===== src/rtl/sort_stream_pkg.sv =====
//------------------------------------------------------------------------------
// Module   : sort_stream_pkg
// Brief    : Shared word type and sizing helper for the sort stream channels.
// Revision : 1.0 - initial release
//------------------------------------------------------------------------------
`default_nettype none

package sort_stream_pkg;

  localparam int WORD_W = 32;

  typedef logic signed [WORD_W-1:0] word_t;

  // Bits needed to hold an occupancy value in 0..depth inclusive.
  function automatic int count_w(input int depth);
    return $clog2(depth + 1);
  endfunction

endpackage

`default_nettype wire


===== src/rtl/sort_stream_fifo_mem.sv =====
//------------------------------------------------------------------------------
// Module   : sort_stream_fifo_mem
// Brief    : DEPTH x WIDTH register array, one synchronous write port and one
//            asynchronous read port. No reset, no control.
// Revision : 1.0 - initial release
//------------------------------------------------------------------------------
`default_nettype none

module sort_stream_fifo_mem #(
  parameter int DEPTH  = 2,
  parameter int WIDTH  = 32,
  parameter int ADDR_W = 1
) (
  input  logic              ap_clk,
  input  logic              wr_en,
  input  logic [ADDR_W-1:0] wr_addr,
  input  logic [WIDTH-1:0]  wr_data,
  input  logic [ADDR_W-1:0] rd_addr,
  output logic [WIDTH-1:0]  rd_data
);

  logic [WIDTH-1:0] r_mem [DEPTH];

  always_ff @(posedge ap_clk) begin
    if (wr_en) begin
      r_mem[wr_addr] <= wr_data;
    end
  end

  assign rd_data = r_mem[rd_addr];

endmodule

`default_nettype wire


===== src/rtl/sort_stream_fifo.sv =====
//------------------------------------------------------------------------------
// Module   : sort_stream_fifo
// Brief    : Show-ahead stream FIFO between insertion-sort cells. Optional
//            high-watermark output enabled by SORT_STREAM_FIFO_PEAK_EN.
// Revision : 1.0 - initial release
//------------------------------------------------------------------------------
`default_nettype none

module sort_stream_fifo
  import sort_stream_pkg::*;
#(
  parameter int DEPTH = 2,
  parameter int WIDTH = WORD_W
) (
  input  logic                      ap_clk,
  input  logic                      ap_rst,
  input  logic [WIDTH-1:0]          if_din,
  output logic                      if_full_n,
  input  logic                      if_write,
  output logic [WIDTH-1:0]          if_dout,
  output logic                      if_empty_n,
  input  logic                      if_read
`ifdef SORT_STREAM_FIFO_PEAK_EN
  ,
  output logic [count_w(DEPTH)-1:0] peak_count
`endif
);

  localparam int c_cnt_w = count_w(DEPTH);
  localparam int c_ptr_w = $clog2(DEPTH);
  localparam logic [c_cnt_w-1:0] c_depth   = c_cnt_w'(DEPTH);
  localparam logic [c_ptr_w-1:0] c_ptr_max = c_ptr_w'(DEPTH - 1);

  logic [c_ptr_w-1:0] r_wr_ptr;
  logic [c_ptr_w-1:0] r_rd_ptr;
  logic [c_cnt_w-1:0] r_count;
  logic [c_cnt_w-1:0] w_count_nxt;
  logic               w_wr_en;
  logic               w_rd_en;

  // Flags decode registered state only; requests never reach them combinationally.
  assign if_full_n  = (r_count != c_depth);
  assign if_empty_n = (r_count != '0);

  assign w_wr_en = if_write & if_full_n & ~ap_rst;
  assign w_rd_en = if_read & if_empty_n & ~ap_rst;

  always_comb begin
    w_count_nxt = r_count;
    if (w_wr_en && !w_rd_en) begin
      w_count_nxt = r_count + c_cnt_w'(1);
    end else if (w_rd_en && !w_wr_en) begin
      w_count_nxt = r_count - c_cnt_w'(1);
    end
  end

  // Explicit wrap compare so non-power-of-two depths work.
  always_ff @(posedge ap_clk or posedge ap_rst) begin
    if (ap_rst) begin
      r_wr_ptr <= '0;
      r_rd_ptr <= '0;
      r_count  <= '0;
    end else begin
      if (w_wr_en) begin
        r_wr_ptr <= (r_wr_ptr == c_ptr_max) ? '0 : r_wr_ptr + c_ptr_w'(1);
      end
      if (w_rd_en) begin
        r_rd_ptr <= (r_rd_ptr == c_ptr_max) ? '0 : r_rd_ptr + c_ptr_w'(1);
      end
      r_count <= w_count_nxt;
    end
  end

  sort_stream_fifo_mem #(
    .DEPTH  (DEPTH),
    .WIDTH  (WIDTH),
    .ADDR_W (c_ptr_w)
  ) u_mem (
    .ap_clk  (ap_clk),
    .wr_en   (w_wr_en),
    .wr_addr (r_wr_ptr),
    .wr_data (if_din),
    .rd_addr (r_rd_ptr),
    .rd_data (if_dout)
  );

`ifdef SORT_STREAM_FIFO_PEAK_EN
  logic [c_cnt_w-1:0] r_peak;

  always_ff @(posedge ap_clk or posedge ap_rst) begin
    if (ap_rst) begin
      r_peak <= '0;
    end else if (w_count_nxt > r_peak) begin
      r_peak <= w_count_nxt;
    end
  end

  assign peak_count = r_peak;
`endif

endmodule

`default_nettype wire


===== config.mk =====
export PLATFORM = sky130hd
export DESIGN_NAME = sort_stream_fifo
export DESIGN_NICKNAME = d
export VERILOG_FILES = /design/src/rtl/sort_stream_pkg.sv /design/src/rtl/sort_stream_fifo_mem.sv /design/src/rtl/sort_stream_fifo.sv
export SDC_FILE = /design/constraint.sdc
export NUM_CORES = 1
export LEC_CHECK = 0
export BUFFER_PORTS_ARGS = -buffer_cell sky130_fd_sc_hd__buf_2
export CAP_MARGIN = 20
export CORE_ASPECT_RATIO = 2
export CORE_MARGIN = 4
export CORE_UTILIZATION = 52
export CTS_CLUSTER_DIAMETER = 40
export DETAILED_ROUTE_END_ITERATION = 8
export HOLD_SLACK_MARGIN = 0.08
export PLACE_DENSITY_LB_ADDON = 0.15
export SYNTH_ARGS = -nofsm -noshare
export SYNTH_HDL_FRONTEND = slang
export SYNTH_SLANG_ARGS = --single-unit

===== constraint.sdc =====
create_clock -name ap_clk -period 2.8 [get_ports ap_clk]
set_input_delay 0.14 -clock ap_clk [delete_from_list [all_inputs] [get_ports ap_clk]]
set_output_delay 0.14 -clock ap_clk [all_outputs]
set_load 0.05 [all_outputs]

; ---- Word level (Yosys, flattened, before mapping)
; Memories as Yosys holds them, arrays and structs flattened.
; Cells that the tools add are included.
[word_totals]
reg_bits = 4
ram_bits = 64
input_bits = 36
memories = 1
[op_classes]
add_sub_neg = 4
eq_ne = 1
muxes = 6
bitwise = 5
n_reduce_logical = 6
[mem_list]
columns = name, words, width, rd, rd_ports_with_merged_regs, wr, line
row1 = u_mem.r_mem, 2, 32, 1, 0, 1, sort_stream_fifo_mem.sv:22  ; logic [WIDTH-1:0] r_mem [DEPTH];
[op_table]
columns = op, count
row1 = AND 1 bit, 4
row2 = 2-to-1 mux 1 bit, 4
row3 = 2-to-1 mux 2 bit, 2
row4 = nonzero test 2 bit, 2
row5 = "adder 1 bit, second input constant", 2
row6 = "adder 2 x 1 -> 2 bit, second input constant", 1
row7 = logical AND 1 bit, 2
row8 = logical NOT 1 bit, 2
row9 = "inequality test 2 bit, second input constant", 1
row10 = "subtractor 2 x 1 -> 2 bit, second input constant", 1
row11 = inverter 1 bit, 1

; ---- Longest topological paths before layout
; Gate-level depths: netlist of run 1.
[depth]
depth_word = 7
depth_mapped = 7
ltp_nobuf = 7

; ---- Hierarchy
; Synthesis of run 1 repeated with hierarchy kept, for this count alone.
[unflattened]
cells_unflattened = 119
hier_area_um2 = 2690.1
[modules_own_cells]
columns = module, cells_per_inst, instances, seq_area_each_um2, area_per_inst_um2
row1 = sort_stream_fifo_mem, 102, 1, 1921.8, 2478.6
row2 = sort_stream_fifo, 17, 1, 100.1, 211.5

; ---- Least setup slack after synthesis of run 1
; No wires, ideal clock.
[synth_timing]
path_kind = register to register
from = register r_count[0]
to = memory u_mem.r_mem[0][0] (enable)
slack_ps = 238
synth_period_minus_slack_ps = 2562
path_buffers = 0
setup_time_ps = 421
required_time_ps = 2379
stages_incl_launch_ff = 4
t_arrival_ps = 2140
cell_sequence = dfrtp_1 > nand2b_4 > nand3_4 > nor2_1
[synth_between]
elab_chain_cells = 5
[synth_rtl]
columns = item, line
row1 = "start, declared", sort_stream_fifo.sv:36  ; logic [c_cnt_w-1:0] r_count;
row2 = "start signal, assigned", sort_stream_fifo.sv:70  ; r_count <= w_count_nxt;
row3 = inequality test 2 bit, sort_stream_fifo.sv:42  ; assign if_full_n = (r_count != c_depth);
row4 = named net if_full_n, sort_stream_fifo.sv:18  ; output logic if_full_n,
row5 = AND 1 bit (2 in series), sort_stream_fifo.sv:45  ; assign w_wr_en = if_write & if_full_n & ~ap_rst;
row6 = 2-to-1 mux 1 bit, sort_stream_fifo_mem.sv:25  ; if (wr_en) begin
row7 = 2-to-1 mux 1 bit (implied by the code), sort_stream_fifo_mem.sv:26  ; r_mem[wr_addr] <= wr_data;
row8 = "end, declared", sort_stream_fifo_mem.sv:22
; The timed path passes the listed nets, and every way through them passes these cells.

; ---- Final worst setup path of run 1
[layout_timing]
from = register r_rd_ptr
to = output if_dout[10]
[layout_between]
elab_chain_cells = 1
[layout_rtl]
columns = item, line
row1 = "start, declared", sort_stream_fifo.sv:35  ; logic [c_ptr_w-1:0] r_rd_ptr;
row2 = "start signal, assigned", sort_stream_fifo.sv:68  ; r_rd_ptr <= (r_rd_ptr == c_ptr_max) ? '0 : r_rd_ptr + c_ptr_w'(1);
row3 = memory (2 x 32 bit), -
row4 = "end, declared", sort_stream_fifo.sv:20  ; output logic [WIDTH-1:0] if_dout,
; Every way passes these cells.

==> flow_metrics.env, run 1 <==
export IMPL_setup_violations=0
export IMPL_syn_area_per_cell_sq_um=22.2
export IMPL_clock_sinks=68
export IMPL_synth_seq_area_share_pct=76.0
export IMPL_maxCapViolations=0
export IMPL_synth_nets=157
export IMPL_synthTopCellsByArea="edfxtp_1 72%, mux2_4 16%, dfrtp_1 3.8%"
export IMPL_root_buffer="clkbuf_8"
export IMPL_slew_limit_headroom_pct=33.8
export IMPL_cts_tree="done"
export IMPL_rsz0062_at_grt="no"
export IMPL_postPlaceCellArea_sq_um=3050
export IMPL_register_area_sq_um=2020
export IMPL_fp_dieH_um=109
export IMPL_detail_route_vias_per_cell=4.85
export IMPL_grt_max_degree=34
export IMPL_wl_mm=4.46
export IMPL_drt_pass1_iter_count=4
export IMPL_die_w_um=58.6
export IMPL_yosysWarnings=0
export IMPL_synth_top_area_share_pct=72.2
export IMPL_multi_input_area_sq_um=589
export IMPL_grt_pass1_wl_mm=7.04
export IMPL_post_route_min_period_ns=2.13
export IMPL_first_iter_violations=48
export IMPL_outcome="completed"
export IMPL_path_class="register to output port"
export IMPL_synth_area_sq_um=2660
export IMPL_vias=1416
export IMPL_p_per_area_nw_per_um2=1010
export IMPL_drcViolationCount=0
export IMPL_peakVddDrop_v=0.000812
export IMPL_worstHoldPathType="primary input to register"
export IMPL_cts_setup_buffers=0
export IMPL_cts_resized=0
export IMPL_clk_insertion_delay_late_ns=0.33
export IMPL_cp_data_required_time_ns=2.66
export IMPL_combPwrFrac_pct=38.9
export IMPL_syn_inst=120
export IMPL_portBuffers=69
export IMPL_fmax_mhz=470
export IMPL_start_util_pct=54.2
export IMPL_endpoint_kind="output port"
export IMPL_cp_arrival_ns=1.99
export IMPL_ant_nets=0
export IMPL_fillCellCount=341
export IMPL_post_route_period_util_pct=75.9
export IMPL_synth_cell_type_count=15
export IMPL_worst_path_max_fanout=33
export IMPL_clk_pin_slew_worst_paths_ns=0.06
export IMPL_final_hold_viol_count=0
export IMPL_antenna_found_initial=0
export IMPL_layout_commonest_cell="buf_2"
export IMPL_grt_usage_pct=15.5
export IMPL_worst_slew_pin_slew_ns=0.993
export IMPL_cts_path_max_buffers=2
export IMPL_synth_top_area_cell="edfxtp_1"
export IMPL_fin_nets=267
export IMPL_p_sw_w=0.00138
export IMPL_core_sq_um=4910
export IMPL_p_leak_nw=1.45
export IMPL_area_growth_pct=33.8
export IMPL_finalMaxSlewViolations=0
export IMPL_final_cell_mix="69 x buf_2, 64 x edfxtp_1, 33 x dlygate4sd3_1, 29 x mux2_4, 9 x clkbuf_8"
export IMPL_power_frac_seq_pct=40.8
export IMPL_fin_skew_ns=0.00513
export IMPL_htreeDepth=3
export IMPL_place_congestion=0.678
export IMPL_ctsHoldBuffers=33
export IMPL_dp_hpwl_mm=3.00
export IMPL_ys_ff_latch=68
export IMPL_whs_ns=0.145
export IMPL_finalSetupTns_ns=0
export IMPL_n_antenna_cell=0
export IMPL_startpoint_type="register"
export IMPL_drive_gt1_share_pct=51.5
export IMPL_die_area_sq_um=6390
export IMPL_wl_per_cell_um=15.3
export IMPL_grt_pass1_vias=1592
export IMPL_cts_buffers=9
export IMPL_gr_total_overflow=0
export IMPL_ios=70
export IMPL_final_area_sq_um=3560
export IMPL_swShare_pct=38.7
export IMPL_p_clk_share_pct=20.3
export IMPL_num_rows=36
export IMPL_p_int_w=0.00219
sequential cells by signal (all words and copies together), names as in the netlist:
name and cells:
r_wr_ptr 1, r_count 2, u_mem.r_mem 64, r_rd_ptr 1
per-stage QoR:
step | setup WS (ns) | instances | total power [W] | util, %
after floorplan | 0.238 | 120 | 0.00263 | -
after detailed placement | 0.949 | 243 | 0.00286 | 62.1
after CTS | 0.620 | 292 | 0.00363 | 72.5
after global routing | 0.563 | 292 | 0.00373 | 72.5
final | 0.673 | 292 | 0.00358 | 72.5
after global placement | 1.01 | 243 | 0.00283 | 62.1
power by group through the flow:
stage	clock, W	combinational (W)	sequential (W)
3_3_place_gp	0	0.00136	0.00147
3_5_place_dp	0	0.00137	0.00149
2_1_floorplan	0	0.00129	0.00135
6_report	0.000727	0.00139	0.00146
4_1_cts	0.000753	0.00141	0.00147
5_1_grt	0.000794	0.00145	0.00149
Yosys cell counts:
cell type / instances
xnor2_1: 3
nand2b_4: 1
inv_1: 2
and2_1: 1
nand3_4: 1
mux2_4: 29
dfrtp_1: 4
edfxtp_1: 64
buf_6: 4
inv_2: 1
xor2_1: 2
mux2_2: 3
ha_1: 1
nor2_1: 3
o211ai_1: 1
metal layers:
| metal | vias up | global-route usage, % | routed length (um) |
|---|---|---|---|
| li1 | 681 | - | - |
| met1 | 673 | 15.0 | 1570 |
| met2 | 54 | 26.6 | 2500 |
| met3 | 8 | 5.81 | 274 |
| met4 | 0 | 9.72 | 108 |
| met5 | - | 0 | 0 |
cell type report:
type	count	share of cell area (%)
timing repair buffer	103	19.2
multi-input combinational	45	16.6
inverter	3	0.316
sequential	68	56.8
clock inverter	7	1.62
tap	57	2.00
clock buffer	9	3.48
path summary, 6_finish.rpt:
kind / end / from / slack, ns / cells past startpoint
min in group asynchronous: r_count[1] / ap_rst / 0.28 / 3
setup reg to reg: u_mem.r_mem[0][19] / r_count[0] / 0.98 / 3
hold reg to reg: r_wr_ptr / r_wr_ptr / 0.56 / 1
setup / recovery: if_dout[10] / r_rd_ptr / 0.67 / 2
max in group asynchronous: r_rd_ptr / ap_rst / 2.29 / 3
hold / removal: r_wr_ptr / if_write / 0.14 / 3
worst max-delay path, cell delays in order (launching register included):
cell and delay, ns:
dfrtp_2 1.02, mux2_2 0.42, buf_2 0.21
kinds of logic after synthesis:
family	after synthesis	synth area share [%]
AO/OA/AOI/OAI	1	0.282
XOR/XNOR	5	1.65
adder cells (fa/ha/maj)	1	0.470
buffers and inverters	7	2.12
flip-flops	68	76.0
multiplexers	32	17.6
AND/OR/NAND/NOR	6	1.83
Note: power is estimated with default switching activity, not from simulation.
==> run 2: changes to the inputs <==
--- a/config.mk
+++ b/config.mk
@@ -5,11 +5,12 @@
 export SDC_FILE = /design/constraint.sdc
 export NUM_CORES = 1
 export LEC_CHECK = 0
+export ABC_AREA = 1
 export BUFFER_PORTS_ARGS = -buffer_cell sky130_fd_sc_hd__buf_2
 export CAP_MARGIN = 20
 export CORE_ASPECT_RATIO = 2
 export CORE_MARGIN = 4
-export CORE_UTILIZATION = 52
+export CORE_UTILIZATION = 47
 export CTS_CLUSTER_DIAMETER = 40
 export DETAILED_ROUTE_END_ITERATION = 8
 export HOLD_SLACK_MARGIN = 0.08
==> constraint.sdc (replaced) <==
create_clock -name ap_clk -period 1.7 [get_ports ap_clk]
set_input_delay 0.085 -clock ap_clk [delete_from_list [all_inputs] [get_ports ap_clk]]
set_output_delay 0.085 -clock ap_clk [all_outputs]
set_load 0.05 [all_outputs]
==> flow_metrics.env, run 2 <==
export IMPL_outcome="completed"
export IMPL_fin_nets=350
export IMPL_r2r_end="u_mem.r_mem[0][20]"
export IMPL_gr_total_overflow=0
export IMPL_num_rows=38
export IMPL_htreeDepth=3
export IMPL_p_per_area_nw_per_um2=1850
export IMPL_final_hold_viol_count=0
export IMPL_synth_top_area_cell="edfxtp_1"
export IMPL_fin_skew_ns=0.00707
export IMPL_synth_edf_count=64
export IMPL_endpoint_kind="output port"
export IMPL_grt_pass1_vias=1869
export IMPL_synth_most_common_cell="nand2_1"
export IMPL_clock_sinks=68
export IMPL_detail_route_vias_per_cell=4.65
export IMPL_min_to="r_wr_ptr"
export IMPL_regMostFlops="u_mem.r_mem"
export IMPL_worstHoldPathType="primary input to register"
export IMPL_n_antenna_cell=0
export IMPL_cp_arrival_ns=1.48
export IMPL_holdPathStages=4
export IMPL_pre_cts_ws_ns=0.286
export IMPL_cts_path_max_buffers=2
export IMPL_drcViolationCount=0
export IMPL_layout_commonest_cell="nand2_1"
export IMPL_die_w_um=61.0
export IMPL_path_cells="buf_4, nand2_1, nand2_1, buf_2"
export IMPL_startpoint_type="register"
export IMPL_post_route_period_util_pct=92.0
export IMPL_cp_slowest_cell="dfrtp_2"
export IMPL_ys_flop_type="edfxtp_1"
export IMPL_async_reset_ff_share_pct=5.88
export IMPL_rsz0062_at_grt="no"
export IMPL_die_area_sq_um=6950
export IMPL_core_sq_um=5420
export IMPL_fillCellCount=438
export IMPL_r2r_cells=5
export IMPL_drive_gt1_share_pct=34.9
export IMPL_p_leak_nw=1.61
export IMPL_root_buffer="clkbuf_8"
export IMPL_synth_seq_area_share_pct=76.6
export IMPL_peakVddDrop_v=0.00137
export IMPL_worst_slew_pin_slew_ns=0.292
export IMPL_ant_nets=0
export IMPL_worstReg2RegStart="r_count[0]"
export IMPL_slew_limit_headroom_pct=80.5
export IMPL_synth_top_area_share_pct=72.8
export IMPL_syn_area_per_cell_sq_um=13.3
export IMPL_wl_mm=5.01
export IMPL_synth_nets=236
export IMPL_final_cell_mix="94 x nand2_1, 69 x buf_2, 64 x edfxtp_1, 34 x dlygate4sd3_1, 11 x nand2_2"
export IMPL_path_class="register to output port"
export IMPL_fmax_mhz=640
export IMPL_p_total_w=0.00681
export IMPL_ios=70
export IMPL_antenna_found_initial=0
export IMPL_clk_pin_slew_worst_paths_ns=0.07
export IMPL_min_from="if_write"
export IMPL_cts_tree="done"
export IMPL_critPathMaxStageDelay_ns=0.47
export IMPL_grt_pass1_wl_mm=8.23
export IMPL_critPathMostFrequentCell="nand2_1"
export IMPL_largest_register_ffs=64
export IMPL_synth_cell_type_count=16
export IMPL_cp_data_required_time_ns=1.62
export IMPL_synth_area_sq_um=2640
export IMPL_finalMaxSlewViolations=0
export IMPL_dp_hpwl_mm=3.30
export IMPL_clk_insertion_delay_late_ns=0.34
export IMPL_top_regs="u_mem.r_mem x64, r_count x2"
export IMPL_maxCapViolations=0
export IMPL_first_iter_violations=43
export IMPL_grt_usage_pct=16.6
export IMPL_worst_path_max_fanout=18
export IMPL_syn_inst=199
export IMPL_setup_violations=0
export IMPL_wl_per_cell_um=13.3
export IMPL_finalSetupTns_ns=0
export IMPL_fp_dieH_um=114
export IMPL_utilization_pct=67.8
export IMPL_drt_pass1_iter_count=4
export IMPL_fin_ws_ns=0.137
export IMPL_synthTopCellsByCount="94 x nand2_1, 64 x edfxtp_1, 12 x nand2_2"
export IMPL_place_congestion=0.760
export IMPL_portBuffers=69
export IMPL_ys_ff_latch=68
export IMPL_post_route_min_period_ns=1.56
export IMPL_yosysWarnings=0
export IMPL_area_growth_pct=39.3
export IMPL_vias=1756
export IMPL_grt_max_degree=34
export IMPL_cts_buffers=9
export IMPL_start_util_pct=48.7
export IMPL_r2r_slack_ns=0.30
export IMPL_synthTopCellsByArea="edfxtp_1 73%, nand2_1 13%, dfrtp_1 3.8%"
-- run 2: changes by cell type in the layout (fill, tap and decap cells not counted), moves of 3 or more --
cell / change
nand2_1: +94
mux2_4: -29
nand2_2: +11
buf_4: +6
bufinv_16: +4
inv_1: +4
clkinv_2: -3
mux2_2: -3
nand4_1: +3
-- run 2: worst max-delay path: cells and delay by family, from the launching register on --
kind          cells  cell delay, ns
simple gates      2            0.15
flops             1            0.47
buf+inv           2            0.52
-- run 2: through the flow --
stage,instances,hold WS [ns],cell area [sq um]
2_1_floorplan,199,-0.101,2660
3_3_place_gp,328,0.0333,3050
3_5_place_dp,328,0.0300,3050
4_1_cts,378,0.0908,3680
5_1_grt,378,0.134,3680
6_report,378,0.117,3680
-- run 2: area by class of cell --
| type | count | area [sq um] | area share, % |
|---|---|---|---|
| sequential | 68 | 2020 | 55.0 |
| timing repair buffer | 110 | 738 | 20.1 |
| multi-input combinational | 115 | 509 | 13.8 |
| clock inverter | 7 | 163 | 4.42 |
| clock buffer | 9 | 124 | 3.37 |
| tap | 60 | 75.1 | 2.04 |
| inverter | 9 | 45.0 | 1.22 |
-- run 2: logic make-up (layout without fill, tap and decap cells) --
| group | after synthesis | after routing | share of synthesized area [%] |
|---|---|---|---|
| XOR/XNOR | 1 | 1 | 0.332 |
| flip-flops | 68 | 68 | 76.6 |
| adder cells (fa/ha/maj) | 1 | 1 | 0.474 |
| buffers and inverters | 16 | 135 | 4.60 |
| AND/OR/NAND/NOR | 113 | 113 | 18.0 |
-- run 2: metal layers --
| layer | part of all wire (%) | global-route usage [%] | vias to the layer above |
|---|---|---|---|
| met5 | 0 | 0 | - |
| met3 | 6.5 | 4.19 | 11 |
| met4 | 2.5 | 10.9 | 0 |
| met1 | 37 | 17.3 | 793 |
| li1 | - | - | 890 |
| met2 | 54 | 27.9 | 62 |
-- run 2: worst max-delay path by stage --
stage	start	to	slack, ns	cells after the start
floorplan	r_count[0]	u_mem.r_mem[1][0]	0.05	4
global placement	r_wr_ptr	u_mem.r_mem[0][25]	0.30	4
detailed placement	r_count[0]	u_mem.r_mem[0][25]	0.29	5
CTS	r_rd_ptr	if_dout[22]	0.07	4
global route	r_rd_ptr	if_dout[22]	0.004	4
finish	r_rd_ptr	if_dout[20]	0.14	4
-- run 2: power by group --
group | total [W] | internal [W] | switching (W)
logic | 0.00277 | 0.000624 | 0.00214
registers | 0.00220 | 0.00209 | 0.000109
clock network | 0.00185 | 0.00127 | 0.000579
-- run 2: what timing repair did --
item	in CTS	in global routing
endpoints found under the hold margin	69	0
hold buffers	34	0
endpoints found under the setup margin	8	0
buffers inserted	0	0
gates resized for setup	1	0
==> run 3: changes to the inputs <==
--- a/config.mk
+++ b/config.mk
@@ -5,7 +5,6 @@
 export SDC_FILE = /design/constraint.sdc
 export NUM_CORES = 1
 export LEC_CHECK = 0
-export ABC_AREA = 1
 export BUFFER_PORTS_ARGS = -buffer_cell sky130_fd_sc_hd__buf_2
 export CAP_MARGIN = 20
 export CORE_ASPECT_RATIO = 2
@@ -15,6 +14,7 @@
 export DETAILED_ROUTE_END_ITERATION = 8
 export HOLD_SLACK_MARGIN = 0.08
 export PLACE_DENSITY_LB_ADDON = 0.15
+export SLEW_MARGIN = 20
 export SYNTH_ARGS = -nofsm -noshare
 export SYNTH_HDL_FRONTEND = slang
 export SYNTH_SLANG_ARGS = --single-unit
==> flow_metrics.env, run 3 (synthesis gave the netlist of run 1 again) <==
export IMPL_p_total_w=0.00612
export IMPL_area_growth_pct=38.3
export IMPL_swShare_pct=38.4
export IMPL_fillCellCount=367
export IMPL_finalMaxSlewViolations=0
export IMPL_p_sw_w=0.00235
export IMPL_fp_dieH_um=114
export IMPL_regMostFlops="u_mem.r_mem"
export IMPL_grt_pass1_wl_mm=7.34
export IMPL_ios=70
export IMPL_worst_slew_pin_slew_ns=0.256
export IMPL_cts_buffers=9
export IMPL_htreeDepth=3
export IMPL_rsz0062_at_grt="no"
export IMPL_vias=1417
export IMPL_clk_insertion_delay_late_ns=0.33
export IMPL_portBuffers=69
export IMPL_p_clk_share_pct=20.3
export IMPL_setup_violations=0
export IMPL_fin_nets=272
export IMPL_use_met3_pct=5.08
export IMPL_outcome="completed"
export IMPL_power_frac_seq_pct=36.5
export IMPL_antenna_found_initial=0
export IMPL_clock_sinks=68
export IMPL_maxCapViolations=0
export IMPL_endpoint_kind="output port"
export IMPL_fin_skew_ns=0.00984
export IMPL_slew_limit_headroom_pct=82.9
export IMPL_fmax_mhz=639
export IMPL_startpoint_type="register"
export IMPL_p_int_w=0.00378
export IMPL_start_util_pct=48.6
export IMPL_drcViolationCount=0
export IMPL_wl_per_cell_um=15.4
export IMPL_path_class="register to output port"
export IMPL_cp_data_required_time_ns=1.62
export IMPL_whs_ns=0.110
export IMPL_grt_usage_pct=14.6
export IMPL_core_sq_um=5470
export IMPL_num_rows=38
export IMPL_finalSetupTns_ns=0
export IMPL_dp_cells=249
export IMPL_cts_tree="done"
export IMPL_cts_resized=0
export IMPL_final_cell_mix="69 x buf_2, 64 x edfxtp_1, 34 x dlygate4sd3_1, 29 x mux2_4, 9 x clkbuf_8"
export IMPL_cp_arrival_ns=1.48
export IMPL_post_route_min_period_ns=1.56
export IMPL_die_area_sq_um=7000
export IMPL_peakVddDrop_v=0.00151
export IMPL_drive_gt1_share_pct=52.9
export IMPL_clk_pin_slew_worst_paths_ns=0.06
export IMPL_p_per_area_nw_per_um2=1660
export IMPL_cts_path_max_buffers=2
export IMPL_detail_route_vias_per_cell=4.72
export IMPL_largest_register_ffs=64
export IMPL_post_route_period_util_pct=92.0
export IMPL_worstHoldPathType="primary input to register"
export IMPL_layout_commonest_cell="buf_2"
export IMPL_gr_max_usage_layer="met2"
export IMPL_grt_pass1_vias=1583
export IMPL_final_hold_viol_count=0
export IMPL_top_regs="u_mem.r_mem x64, r_count x2"
export IMPL_dp_hpwl_mm=3.07
export IMPL_instances_no_fill=300
export IMPL_p_leak_nw=1.49
export IMPL_ant_nets=0
export IMPL_grtUsageMet2_pct=25.0
export IMPL_utilization_pct=67.3
export IMPL_combPwrFrac_pct=43.2
export IMPL_root_buffer="clkbuf_8"
export IMPL_worst_path_max_fanout=14
export IMPL_first_iter_violations=17
export IMPL_wl_mm=4.61
export IMPL_grtUsageMet1_pct=15.8
export IMPL_n_antenna_cell=0
export IMPL_gr_total_overflow=0
export IMPL_place_congestion=0.659
export IMPL_drt_pass1_iter_count=4
export IMPL_grt_max_degree=33
export IMPL_die_w_um=61.2
==> run 3: cell types whose count changed in the layout (fill, tap and decap cells not counted), sizes merged, moves of 3 or more <==
cell	previous run	this run
bufinv	5	1
clkinv	1	4
inv	8	3
mux2	0	32
nand2	106	0
nand4	3	0
==> run 3: worst paths after layout <==
path                             from                 end  slack (ns)  depth (start not counted)
max                          r_rd_ptr          if_dout[3]        0.14                          3
min                           if_read            r_rd_ptr        0.11                          3
max reg2reg                r_count[0]  u_mem.r_mem[1][18]        0.21                          5
min reg2reg                  r_wr_ptr            r_wr_ptr        0.57                          1
max in group asynchronous      ap_rst            r_rd_ptr        1.25                          3
min in group asynchronous      ap_rst          r_count[1]        0.22                          3
==> run 3: worst max-delay path, stage by stage, from the launching register on <==
cell and delay, ns:
dfrtp_2 0.44, buf_12 0.19, mux2_4 0.31, buf_2 0.21
==> run 3: per-stage QoR <==
step,area [sq um],worst slack (ns)
after floorplan,2660,-0.329
after global placement,3130,0.282
after detailed placement,3130,0.209
after CTS,3680,0.106
after global routing,3680,0.0669
final,3680,0.135
==> run 3: metal layers <==
layer	vias to the layer above	routed length (um)
met5	-	0
met4	0	87
met3	8	273
met2	45	2580
met1	668	1680
li1	696	-
==> run 3: repair_timing <==
action / 4_1_cts / 5_1_grt
hold buffers: 34 / 0
setup buffers: 1 / 0
endpoints found under the hold margin: 69 / 0
endpoints found under the setup margin: 24 / 0
==> run 3: final cells by class <==
class                   instances  area (sq um)  share of cell area, %
inverters                       3          11.3                  0.306
flip-flops and latches         68          2020                   55.0
multi-input cells              45           591                   16.1
repair buffers                108           786                   21.4
clock inverters                 6          65.1                   1.77
clock buffers                  10           128                   3.47
well taps                      60          75.1                   2.04
==> run 3: power groups by stage <==
stage / Clock [W] / Sequential [W] / Combinational, W
detailed placement: 0 / 0.00231 / 0.00252
CTS: 0.00128 / 0.00224 / 0.00268
global route: 0.00137 / 0.00226 / 0.00276
global placement: 0 / 0.00228 / 0.00249
finish: 0.00124 / 0.00223 / 0.00265
floorplan: 0 / 0.00221 / 0.00213
